File: config.mk
export PLATFORM = sky130hd
export DESIGN_NAME = instr_mem_loader
export DESIGN_NICKNAME = d
export VERILOG_FILES = /design/src/rtl/isa_loader_pkg.sv /design/src/rtl/loader_csum.sv /design/src/rtl/instr_mem_loader.sv
export SDC_FILE = /design/constraint.sdc
export NUM_CORES = 1
export LEC_CHECK = 0
export BUFFER_PORTS_ARGS = -buffer_cell sky130_fd_sc_hd__buf_4
export CORE_MARGIN = 5
export CORE_UTILIZATION = 57
export DETAILED_ROUTE_END_ITERATION = 16
export HOLD_SLACK_MARGIN = 0.02
export PLACE_DENSITY = 0.86
export SYNTH_ARGS = -nofsm -noshare
export SYNTH_HDL_FRONTEND = slang
export SYNTH_SLANG_ARGS = --single-unit
File: constraint.sdc
create_clock -name clk -period 3.56 [get_ports clk]
set_clock_uncertainty 0.2 [all_clocks]
set_input_delay 0.356 -clock clk [delete_from_list [all_inputs] [get_ports clk]]
set_output_delay 0.356 -clock clk [all_outputs]
set_load 0.01 [all_outputs]
File: src/rtl/isa_loader_pkg.sv
// Shared types and helpers for the instruction memory loader.
// The CSUM state exists only when LOADER_CHECKSUM_EN is defined.
package isa_loader_pkg;
  localparam int DATA_W = 16;
  localparam int BYTE_W = 8;
  localparam int LEN_W  = 5;

  typedef enum logic [2:0] {
    ST_IDLE = 3'd0,
    ST_HI   = 3'd1,
    ST_LO   = 3'd2,
    ST_WR   = 3'd3,
`ifdef LOADER_CHECKSUM_EN
    ST_CSUM = 3'd4,
`endif
    ST_DONE = 3'd5
  } state_t;

  function automatic logic [LEN_W-1:0] clampLen(input logic [LEN_W-1:0] len, input int depth);
    logic [LEN_W-1:0] clamped;
    clamped = len;
    if (int'(len) > depth) clamped = LEN_W'(depth);
    return clamped;
  endfunction
endpackage

File: src/rtl/loader_csum.sv
// 8-bit running byte sum (mod 256) with clear, add-enable and a check that
// the sum plus the presented byte is zero. Used only with LOADER_CHECKSUM_EN.
module loader_csum (
  input  logic       clk,
  input  logic       rst_n,
  input  logic       i_clr,
  input  logic       i_add,
  input  logic [7:0] i_byte,
  output logic       o_zero
);
  logic [7:0] r_sum;
  logic [7:0] w_total;

  always_ff @(posedge clk or negedge rst_n) begin
    if (!rst_n)     r_sum <= '0;
    else if (i_clr) r_sum <= '0;
    else if (i_add) r_sum <= r_sum + i_byte;
  end

  assign w_total = r_sum + i_byte;
  assign o_zero  = (w_total == 8'd0);
endmodule

File: src/rtl/instr_mem_loader.sv
// Loads a 16-bit instruction image from a byte stream into instruction memory.
// Optional trailing checksum byte when LOADER_CHECKSUM_EN is defined.
//
// state | meaning
// IDLE  | waiting for start
// HI    | waiting for high byte
// LO    | waiting for low byte
// WR    | one memory write cycle
// CSUM  | waiting for checksum byte (LOADER_CHECKSUM_EN only)
// DONE  | load complete, waiting for start
module instr_mem_loader #(
  parameter int ADDR_W = 16,
  parameter int DATA_W = isa_loader_pkg::DATA_W,
  parameter int DEPTH  = 16
) (
  input  logic              clk,
  input  logic              rst_n,
  input  logic              start,
  input  logic [4:0]        loadLen,
  input  logic              byteValid,
  input  logic [7:0]        byteData,
  output logic              byteReady,
  output logic              memWe,
  output logic [ADDR_W-1:0] memAdr,
  output logic [DATA_W-1:0] memData,
  output logic              busy,
  output logic              done,
  output logic              err
);
  import isa_loader_pkg::*;

  state_t            r_state, w_next;
  logic [ADDR_W-1:0] r_adr, r_len;
  logic [DATA_W-1:0] r_word;
  logic              r_we;
  logic [LEN_W-1:0]  w_len_clamped;
  logic              w_start_ok, w_xfer, w_last;

  assign w_len_clamped = clampLen(loadLen, DEPTH);
  assign w_start_ok    = start && (r_state == ST_IDLE || r_state == ST_DONE);
  assign w_xfer        = byteValid && byteReady;
  assign w_last        = (r_adr + ADDR_W'(1)) == r_len;

  always_ff @(posedge clk or negedge rst_n) begin
    if (!rst_n) r_state <= ST_IDLE;
    else        r_state <= w_next;
  end

  always_comb begin
    w_next    = r_state;
    byteReady = 1'b0;
    busy      = 1'b1;
    done      = 1'b0;
    case (r_state)
      ST_IDLE, ST_DONE: begin
        busy = 1'b0;
        done = (r_state == ST_DONE);
        if (start) w_next = (w_len_clamped == '0) ? ST_DONE : ST_HI;
      end
      ST_HI: begin
        byteReady = 1'b1;
        if (byteValid) w_next = ST_LO;
      end
      ST_LO: begin
        byteReady = 1'b1;
        if (byteValid) w_next = ST_WR;
      end
      ST_WR: begin
        if (w_last) begin
`ifdef LOADER_CHECKSUM_EN
          w_next = ST_CSUM;
`else
          w_next = ST_DONE;
`endif
        end else begin
          w_next = ST_HI;
        end
      end
`ifdef LOADER_CHECKSUM_EN
      ST_CSUM: begin
        byteReady = 1'b1;
        if (byteValid) w_next = ST_DONE;
      end
`endif
      default: w_next = ST_IDLE;
    endcase
  end

  // Write strobe is a flop so memory sees a clean single-cycle pulse
  always_ff @(posedge clk or negedge rst_n) begin
    if (!rst_n) begin
      r_we   <= 1'b0;
      r_adr  <= '0;
      r_len  <= '0;
      r_word <= '0;
    end else begin
      r_we <= (w_next == ST_WR);
      if (w_start_ok) begin
        r_adr <= '0;
        r_len <= ADDR_W'(w_len_clamped);
      end else if (r_state == ST_WR) begin
        r_adr <= r_adr + ADDR_W'(1);
      end
      if (r_state == ST_HI && w_xfer) r_word[DATA_W-1:BYTE_W] <= byteData;
      if (r_state == ST_LO && w_xfer) r_word[BYTE_W-1:0]      <= byteData;
    end
  end

  assign memWe   = r_we;
  assign memAdr  = r_adr;
  assign memData = r_word;

`ifdef LOADER_CHECKSUM_EN
  logic w_csum_zero;
  logic r_err;

  loader_csum u_csum (
    .clk    (clk),
    .rst_n  (rst_n),
    .i_clr  (w_start_ok),
    .i_add  (w_xfer && (r_state == ST_HI || r_state == ST_LO)),
    .i_byte (byteData),
    .o_zero (w_csum_zero)
  );

  always_ff @(posedge clk or negedge rst_n) begin
    if (!rst_n)                             r_err <= 1'b0;
    else if (w_start_ok)                    r_err <= 1'b0;
    else if (r_state == ST_CSUM && w_xfer)  r_err <= !w_csum_zero;
  end

  assign err = r_err;
`else
  assign err = 1'b0;
`endif
endmodule
==> results of run 1 <==
-- timing repair --
| item | in CTS | in global routing |
|---|---|---|
| resized for setup | 0 | 0 |
| hold buffers | 1 | 0 |
| endpoints found under the hold margin | 41 | 0 |
-- sequential cells by signal (all words and copies together) (netlist names) --
name     cells
memWe        1
memAdr      16
memData     16
r_len        5
r_state      3
-- stage by stage --
step           hold slack, ns  util (%)  total power, W  cell area [sq um]  setup slack, ns
2_1_floorplan          -0.140         -         0.00128               2240             1.57
3_3_place_gp            0.160      68.6         0.00159               2570             1.42
3_5_place_dp            0.158      68.6         0.00161               2570             1.41
4_1_cts                0.0813      72.1         0.00201               2700             1.43
5_1_grt                0.0866      72.1         0.00214               2700             1.25
6_report               0.0823      72.1         0.00200               2700             1.40
-- power groups by stage --
stage                     combinational (W)  sequential (W)  clock (W)
after detailed placement           0.000831        0.000783          0
after CTS                          0.000839        0.000775   0.000396
final                              0.000828        0.000776   0.000394
after global routing               0.000909        0.000805   0.000424
after global placement             0.000819        0.000773          0
after floorplan                    0.000482        0.000794          0
-- worst min-delay path, delay by kind of cell --
family / cells / cell delay [ns]
and+or+nand+nor: 2 / 0.10
buffers and inverters: 1 / 0.10
-- worst min-delay path by stage --
stage / depth (start not counted) / end / slack [ns] / from
floorplan: 0 / memAdr[0] / -0.14 / rst_n
global placement: 1 / memData[4] / 0.16 / rst_n
detailed placement: 1 / memData[2] / 0.16 / rst_n
CTS: 3 / r_len[4] / 0.08 / loadLen[4]
global route: 2 / memData[0] / 0.09 / byteData[0]
finish: 3 / r_len[4] / 0.08 / loadLen[4]
-- layer usage --
metal | GRT usage [%] | part of all wire [%]
met5 | 0 | 0
met4 | 11.1 | 2.2
met3 | 3.31 | 5.3
met2 | 32.4 | 49
met1 | 25.0 | 43
-- cells by family (layout without fill, tap and decap cells) --
family                   count (synthesis)  in the layout  share of synthesized area [%]
multiplexers                            16             16                           8.06
XOR/XNOR                                12             12                           4.70
buffers and inverters                   19             65                           5.88
other                                    1              1                          0.168
flip-flops                              41             41                           45.9
adder cells (fa/ha/maj)                  1              1                          0.560
AND/OR/NAND/NOR                         83             83                           20.6
AO/OA/AOI/OAI                           51             51                           14.2
-- cell type report --
cell class	instances	area [sq um]	area share [%]
tap	48	60.1	2.22
inverter	4	15.0	0.556
clock inverter	2	37.5	1.39
multi-input combinational	164	1080	39.9
timing repair buffer	53	400	14.8
clock buffer	6	82.6	3.06
sequential	41	1030	38.0
-- layout by cell type (no fill, tap or decap), types with 3 or more instances in the layout --
cell	Yosys	layout
o21ai_0	21	21
nand2b_1	7	7
o31ai_1	5	5
nor3_1	4	4
dfrtp_1	41	41
nand4_1	6	6
nor2_1	12	12
a31oi_1	3	3
clkbuf_8	0	6
xor2_1	8	8
and2_1	3	3
a21oi_1	9	9
xnor2_1	4	4
nand2_1	21	21
nand3_1	10	10
buf_4	3	52
mux2_2	16	16
inv_1	4	4
==> metrics, run 1 <==
Reg2Reg Depth=6; Worst setup SP type=flop; routed length per instance=14.8 um; first-pass GRT wire length=8140 um; worst-margin pin slew=0.759 ns; Fin. Hold Viols=0; Crit Path Category=reg2reg; Power Dens Cells=740 nW/um^2; max-slew violations=0; grt total ovfl=0; Yosys cell types=47; Arr. time, crit path=2.17 ns; Non-Filler Instances=318; die area=5280 sq um; Post-synth EDFFs=0; Sw Pwr=0.000732 W; Worst path depth=6; Seq pwr share=38.8%; largest area contributor in the netlist=dfrtp_1; initial antenna violation count=0; Seq cells post-synth=41; status=completed; vias in the first global route=1780; DP HPWL=3470 um; fillers=306; Syn-to-layout area delta=20.8%; Synth top area share=45.9%; IO buf count=52; relative slew slack=49.4%; combinational share of power=41.4%; ANT nets after route=0; number of setup buffers added after CTS=0; Clock transition at path regs=0.08 ns; routed via count=1837; Final nets=287; CP Buf/Inv Count=0; layout cell share with drive strength beyond 1=31.5%; post-synthesis sequential area ratio=45.9%; final period utilization=60.5%; # rows=22; H-tree depth=2; placed cells=309; WL final=4710 um; DRC=0; slowest stage delay, CP=0.46 ns; most numerous cell in the Yosys netlist=dfrtp_1; Setup TNS=0 ns; Clock power frac=19.7%; worst path cell trace=ha_1 > and4_1 > nand3_1 > a21oi_1 > o2111ai_1 > o31ai_1; CP max stage cell=dfrtp_1; achievable clock frequency=464 MHz; Synth warnings=0; Int Pwr=0.00127 W; CP Max Fanout=8; Post-Syn Nets=242; routability cong.=0.849; VDD IR-drop max=0.524 mV; LEAKAGE=1.24 nW; Skew-Pair Late Insertion Delay=0.30 ns; Max Root-Sink Buffers=2; vias per cell=5.78; top cells by count, synth=dfrtp_1 (41), nand2_1 (21), o21ai_0 (21), mux2_2 (16), nor2_1 (12); starting density of the core=59.7%; CORE AREA=3740 sq um; Post-Synthesis Cells=224; Avg Inst Size Synth=9.98 sq um; Die W=72.6 um; Synth area leaders=dfrtp_1 (46%), mux2_2 (8.1%), o21ai_0 (4.7%); CP top delay family=simple AND/OR/NAND/NOR gates; Total Routing Usage GR=19.9%; Synth Cell Area=2240 sq um; worst path required time=3.58 ns; sw frac=36.6%; endpoint type of the worst setup path=flop; r2r setup slk=1.40 ns; n_diodes=0; unrepaired setup endpoints after global routing=false; Max-Cap Viols=0; Starting DRT DRC Count=141; CTS Buf Count=5; Final setup viols=0; Async SR Flop Fraction=100%; clock sink count=41; Critical Path Source=memAdr[0]; # IOs=54; Hold Crit Class=in2reg; main flop type after synthesis=dfrtp_1; crit path to=r_state[2]; Critical R2R Capture=r_state[2]; DR pass1 iterations=4; pin count of the biggest net entering global routing=42; Crit Reg-Reg Startpoint=memAdr[0]; Die H=72.6 um; CTS tree=built; clock root cell=clkbuf_8; post-layout min period=2.16 ns
No activity file was read; power rests on OpenSTA's default activity.
==> run 2, diff against run 1 <==
ABC_AREA = 1   (was unset)
CORE_UTILIZATION = 52   (was 57)
PLACE_DENSITY = 0.81   (was 0.86)
clock period = 2.2 ns   (was 3.56 ns; I/O delays follow)
==> metrics, run 2 <==
Final nets=343 (was 287); Total Routing Usage GR=21.6% (was 19.9%); vias per cell=5.20 (was 5.78); Crit Path Category=reg2reg (unchanged); routed length per instance=13.9 um (was 14.8 um); largest area contributor in the netlist=dfrtp_1 (unchanged); Skew-Pair Late Insertion Delay=0.30 ns (about the same); Seq cells post-synth=41 (unchanged); Async SR Flop Fraction=100% (unchanged); LEAKAGE=1.36 nW (was 1.24 nW); Die W=73.6 um (was 72.6 um); Synth area leaders=dfrtp_1 (49%), nand2_1 (13%), mux2_2 (8.6%) (was dfrtp_1 (46%), mux2_2 (8.1%), o21ai_0 (4.7%)); routed via count=1955 (was 1837); endpoint type of the worst setup path=flop (unchanged); Hold Crit Class=in2reg (unchanged); Power Dens Cells=1040 nW/um^2 (was 740 nW/um^2); DR pass1 iterations=4 (unchanged); H-tree depth=2 (unchanged); Yosys cell types=22 (was 47); Max-Cap Viols=0 (unchanged); relative slew slack=65.1% (was 49.4%); Post-synth EDFFs=0 (unchanged); commonest non-fill, non-tap cell in the layout=nand2_1 (was buf_4); Arr. time, crit path=1.86 ns (was 2.17 ns); CP max stage cell=dfrtp_1 (unchanged); status=completed (unchanged); DP HPWL=3810 um (was 3470 um); Synth Cell Area=2100 sq um (was 2240 sq um); Syn-to-layout area delta=32.4% (was 20.8%); clock sink count=41 (unchanged); clock root cell=clkbuf_8 (unchanged); achievable clock frequency=552 MHz (was 464 MHz); worst path required time=2.25 ns (was 3.58 ns); Max Root-Sink Buffers=2 (unchanged); worst path cell trace=ha_1 > nand2_1 > nor2_4 > nand2_1 > nand3_1 > nand3_1 > nor2_1 > nand2_1 > nor2_1 > nand2_1 > nand2_1 (was ha_1 > and4_1 > nand3_1 > a21oi_1 > o2111ai_1 > o31ai_1); CTS Buf Count=5 (unchanged); Synth top area share=48.8% (was 45.9%); starting density of the core=52.9% (was 59.7%); Die H=73.6 um (was 72.6 um); Final WS setup=0.387 ns (was 1.40 ns); Worst setup SP type=flop (unchanged); IO buf count=52 (unchanged); most frequent cell on the critical path=nand2_1; grt total ovfl=0 (unchanged); Fin. Hold Viols=0 (unchanged); # rows=23 (was 22); routability cong.=0.838 (was 0.849); VDD IR-drop max=0.676 mV (was 0.524 mV); Clock transition at path regs=0.09 ns (was 0.08 ns); Starting DRT DRC Count=132 (was 141); max-slew violations=0 (unchanged); most numerous cell in the Yosys netlist=nand2_1 (was dfrtp_1); main flop type after synthesis=dfrtp_1 (unchanged); Place WS=0.430 ns (was 1.41 ns); initial antenna violation count=0 (unchanged); # IOs=54 (unchanged); top cells by count, synth=nand2_1 (71), dfrtp_1 (41), inv_1 (35), nor2_1 (20), nand3_1 (19) (was dfrtp_1 (41), nand2_1 (21), o21ai_0 (21), mux2_2 (16), nor2_1 (12)); Final setup viols=0 (unchanged); worst-margin pin slew=0.523 ns (was 0.759 ns); DRC=0 (unchanged); final period utilization=82.4% (was 60.5%); unrepaired setup endpoints after global routing=false (unchanged); post-synthesis sequential area ratio=48.8% (was 45.9%); most frequent cells in the layout=nand2_1 (71), buf_4 (55), dfrtp_1 (41) (was buf_4 (52), dfrtp_1 (41), nand2_1 (21), o21ai_0 (21), mux2_2 (16)); Synth warnings=0 (unchanged); Post-Synthesis Cells=253 (was 224); CORE AREA=3970 sq um (was 3740 sq um); DP Area=2560 sq um (was 2570 sq um); slowest stage delay, CP=0.40 ns (was 0.46 ns); ANT nets after route=0 (unchanged); CTS tree=built (unchanged); layout cell share with drive strength beyond 1=27.3% (was 31.5%); CP Max Fanout=8 (unchanged); Avg Inst Size Synth=8.31 sq um (was 9.98 sq um); die area=5410 sq um (was 5280 sq um); Post-Syn Nets=271 (was 242); vias in the first global route=1894 (was 1780); Setup TNS=0 ns (unchanged); n_diodes=0 (unchanged); post-layout min period=1.81 ns (was 2.16 ns); pin count of the biggest net entering global routing=42 (unchanged); first-pass GRT wire length=8940 um (was 8140 um); WL final=5220 um (was 4710 um); cell area after layout=2780 sq um (was 2700 sq um)
[run 2: final cells by class]
cell class | count | area (sq um)
clock buffers | 5 | 68.8
clock inverters | 3 | 22.5
fillers | 318 | 1190
inverters | 35 | 131
multi-input cells | 174 | 928
flip-flops and latches | 41 | 1030
well taps | 50 | 62.6
repair buffers | 68 | 543
[run 2: through the flow]
stage / instances / util [%] / total power (W) / hold WS [ns]
final: 376 / 70.1 / 0.00289 / 0.0257
after global placement: 355 / 64.5 / 0.00234 / 0.0334
after CTS: 376 / 70.1 / 0.00290 / 0.0249
after global routing: 376 / 70.1 / 0.00311 / 0.0326
after detailed placement: 355 / 64.5 / 0.00238 / 0.0350
after floorplan: 253 / - / 0.00182 / -0.276
[run 2: cell families after synthesis]
group                    synth area share [%]
AND/OR/NAND/NOR                          27.3
buffers and inverters                    7.02
AO/OA/AOI/OAI                            6.67
other                                   0.178
flip-flops                               48.8
XOR/XNOR                                0.833
multiplexers                             8.57
adder cells (fa/ha/maj)                 0.595
[run 2: critical path: cells and delay by family (launching register included)]
family        cells  cell delay, ns
fa+ha+maj         1            0.22
flops             1            0.40
simple gates     10            0.95
[run 2: where the power goes]
part	leakage (nW)	internal [W]	switching, W
sequential	0.526	0.000999	0.000158
combinational	0.799	0.000601	0.000629
clock	0.0364	0.000223	0.000286
[run 2: timing repair]
action | in CTS | in global routing
setup buffers | 0 | 0
hold buffers | 13 | 0
hold endpoints to repair | 61 | 0
endpoints found under the setup margin | 0 | 0
gates resized for setup | 0 | 0
[run 2: per-layer routing]
| layer | global-route usage, % | vias to the layer above | part of all wire, % |
|---|---|---|---|
| met4 | 7.04 | 0 | 1.3 |
| met1 | 27.6 | 922 | 41 |
| met3 | 6.84 | 8 | 7.7 |
| li1 | - | 959 | - |
| met2 | 34.7 | 66 | 50 |
| met5 | 0 | - | 0 |
[run 2: final timing paths]
kind	start	slack, ns	end	cells past startpoint
setup / recovery	memAdr[1]	0.39	r_state[2]	11
hold reg to reg	memData[14]	0.31	memData[14]	1
setup reg to reg	memAdr[1]	0.39	r_state[2]	11
min in group asynchronous	rst_n	0.24	memAdr[13]	2
hold / removal	start	0.03	r_state[2]	4
max in group asynchronous	rst_n	1.20	r_len[4]	2
==> run 3, diff against run 2 <==
CORE_UTILIZATION = 47   (was 52)
PLACE_DENSITY = 0.77   (was 0.81)
clock period = 1.6 ns   (was 2.2 ns; I/O delays follow)
==> metrics, run 3 (same netlist as run 2, synthesis figures left out) <==
vias per cell=5.13 (was 5.20); n_diodes=0 (unchanged); die area=5910 sq um (was 5410 sq um); clock root cell=clkbuf_8 (unchanged); LEAKAGE=1.57 nW (was 1.36 nW); DP Area=2750 sq um (was 2560 sq um); combinational share of power=49.1% (was 42.5%); IO buf count=52 (unchanged); Die H=76.9 um (was 73.6 um); hold path start=byteValid (was start); Seq pwr share=33.5% (was 40.0%); vias in the first global route=2137 (was 1894); clock sink count=41 (unchanged); WL final=5900 um (was 5220 um); CTS tree=built (unchanged); Worst setup SP type=flop (unchanged); DP HPWL=3880 um (was 3810 um); Total Routing Usage GR=19.9% (was 21.6%); achievable clock frequency=581 MHz (was 552 MHz); # rows=24 (was 23); first-pass GRT wire length=9690 um (was 8940 um); Final WS setup=-0.122 ns (was 0.387 ns); Arr. time, crit path=1.76 ns (was 1.86 ns); Tot Pwr=0.00483 W (was 0.00289 W); grt total ovfl=0 (unchanged); Final nets=375 (was 343); Max-Cap Viols=0 (unchanged); Clock power frac=17.4% (was 17.6%); worst path required time=1.63 ns (was 2.25 ns); fillers=296 (was 318); unrepaired setup endpoints after global routing=true (was false); failing checks=setup timing; routability cong.=0.864 (was 0.838); # IOs=54 (unchanged); worst-margin pin slew=0.526 ns (was 0.523 ns); CORE AREA=4350 sq um (was 3970 sq um); CP Max Fanout=4 (was 8); Crit Reg-Reg Startpoint=r_state[2] (was memAdr[1]); Max Root-Sink Buffers=2 (unchanged); Die W=76.9 um (was 73.6 um); DRC=0 (unchanged); pin count of the biggest net entering global routing=42 (unchanged); Starting DRT DRC Count=133 (was 132); Critical Path Source=r_state[2] (was memAdr[1]); ANT nets after route=0 (unchanged); Final setup viols=13 (was 0); cell area after layout=3230 sq um (was 2780 sq um); Syn-to-layout area delta=53.5% (was 32.4%); most frequent cells in the layout=buf_4 (75), nand2_1 (62), dfrtp_1 (40) (was nand2_1 (71), buf_4 (55), dfrtp_1 (41)); Power Dens Cells=1500 nW/um^2 (was 1040 nW/um^2); H-tree depth=2 (unchanged); max-slew violations=0 (unchanged); Crit Path Category=reg2reg (unchanged); Int Pwr=0.00311 W (was 0.00182 W); routed via count=2102 (was 1955); relative slew slack=65.0% (was 65.1%); initial antenna violation count=0 (unchanged); endpoint type of the worst setup path=flop (unchanged); Clock transition at path regs=0.09 ns (about the same); starting density of the core=48.3% (was 52.9%); sw frac=35.6% (was 37.1%); CTS Buf Count=5 (unchanged); Skew-Pair Late Insertion Delay=0.30 ns (about the same); VDD IR-drop max=1.14 mV (was 0.676 mV); Fin. Hold Viols=0 (unchanged); layout cell share with drive strength beyond 1=40.2% (was 27.3%); routed length per instance=14.4 um (was 13.9 um); post-layout min period=1.72 ns (was 1.81 ns); Hold Crit Class=in2reg (unchanged); commonest non-fill, non-tap cell in the layout=buf_4 (was nand2_1); final period utilization=108% (was 82.4%); status=finished with violations (was completed); DR pass1 iterations=4 (unchanged); Sw Pwr=0.00172 W (was 0.00107 W); Setup TNS=-0.835 ns (was 0 ns)
-- run 3: cell types whose count changed in the layout (fill, tap and decap cells not counted), sizes merged --
cell / previous run / this run
clkbuf: 5 / 6
clkinv: 0 / 1
bufinv: 0 / 1
buf: 55 / 84
dlygate4sd3: 13 / 15
clkinvlp: 3 / 1
-- run 3: what timing repair did --
action / 4_1_cts / 5_1_grt
endpoints found under the setup margin: 14 / 37
setup buffers: 6 / 1
pin swaps: 7 / 3
resized for setup: 19 / 23
gates cloned: 0 / 1
hold buffers: 15 / 0
endpoints found under the hold margin: 63 / 0
-- run 3: metal layers --
layer  track usage [%]  vias to the layer above  part of all wire (%)
met5                 0                        -                     0
met4              5.94                        0                   2.1
met3              7.38                       14                   7.6
met2              33.4                       80                    50
met1              23.5                      979                    40
li1                  -                     1029                     -
-- run 3: through the flow --
stage                     std cells  hold slack (ns)  setup WS (ns)  util (%)
after global routing            410           0.0734         -0.228      74.1
after floorplan                 253           -0.336        -0.0309         -
final                           410           0.0606         -0.122      74.1
after global placement          379          -0.0244        -0.0855      63.2
after detailed placement        379          -0.0204         -0.127      63.2
after CTS                       408           0.0383        -0.0675      71.7
-- run 3: power by group through the flow --
stage,Clock [W],Sequential (W),Combinational [W]
6_report,0.000841,0.00162,0.00237
5_1_grt,0.000914,0.00166,0.00257
4_1_cts,0.000864,0.00159,0.00212
3_5_place_dp,0,0.00160,0.00186
3_3_place_gp,0,0.00159,0.00183
2_1_floorplan,0,0.00171,0.000811
-- run 3: critical path, cell delays in order, from the launching register on --
cell and delay [ns]:
dfrtp_1 0.47, buf_4 0.17, nor2_2 0.16, nand3_1 0.09
nor2_1 0.12, nand3_1 0.10, nor2_1 0.11, nand2_1 0.06
nor2_1 0.08, nand2_1 0.06, nand2_1 0.05
-- run 3: layout make-up --
cell class,instances,area [sq um],share of cell area [%]
multi-input combinational,174,1030,32.0
clock buffer,5,68.8,2.13
sequential,41,1030,31.8
timing repair buffer,100,848,26.3
clock inverter,3,46.3,1.44
tap,52,65.1,2.02
inverter,35,136,4.23
-- run 3: worst paths after layout --
path / end / slack [ns] / cells past startpoint
worst max-delay path: r_state[2] / -0.12 / 10
worst min-delay path: r_state[1] / 0.06 / 4
worst max register to register: r_state[2] / -0.12 / 10
worst min register to register: memData[12] / 0.31 / 1
max in group asynchronous: memAdr[0] / 0.62 / 2
min in group asynchronous: memAdr[9] / 0.18 / 2
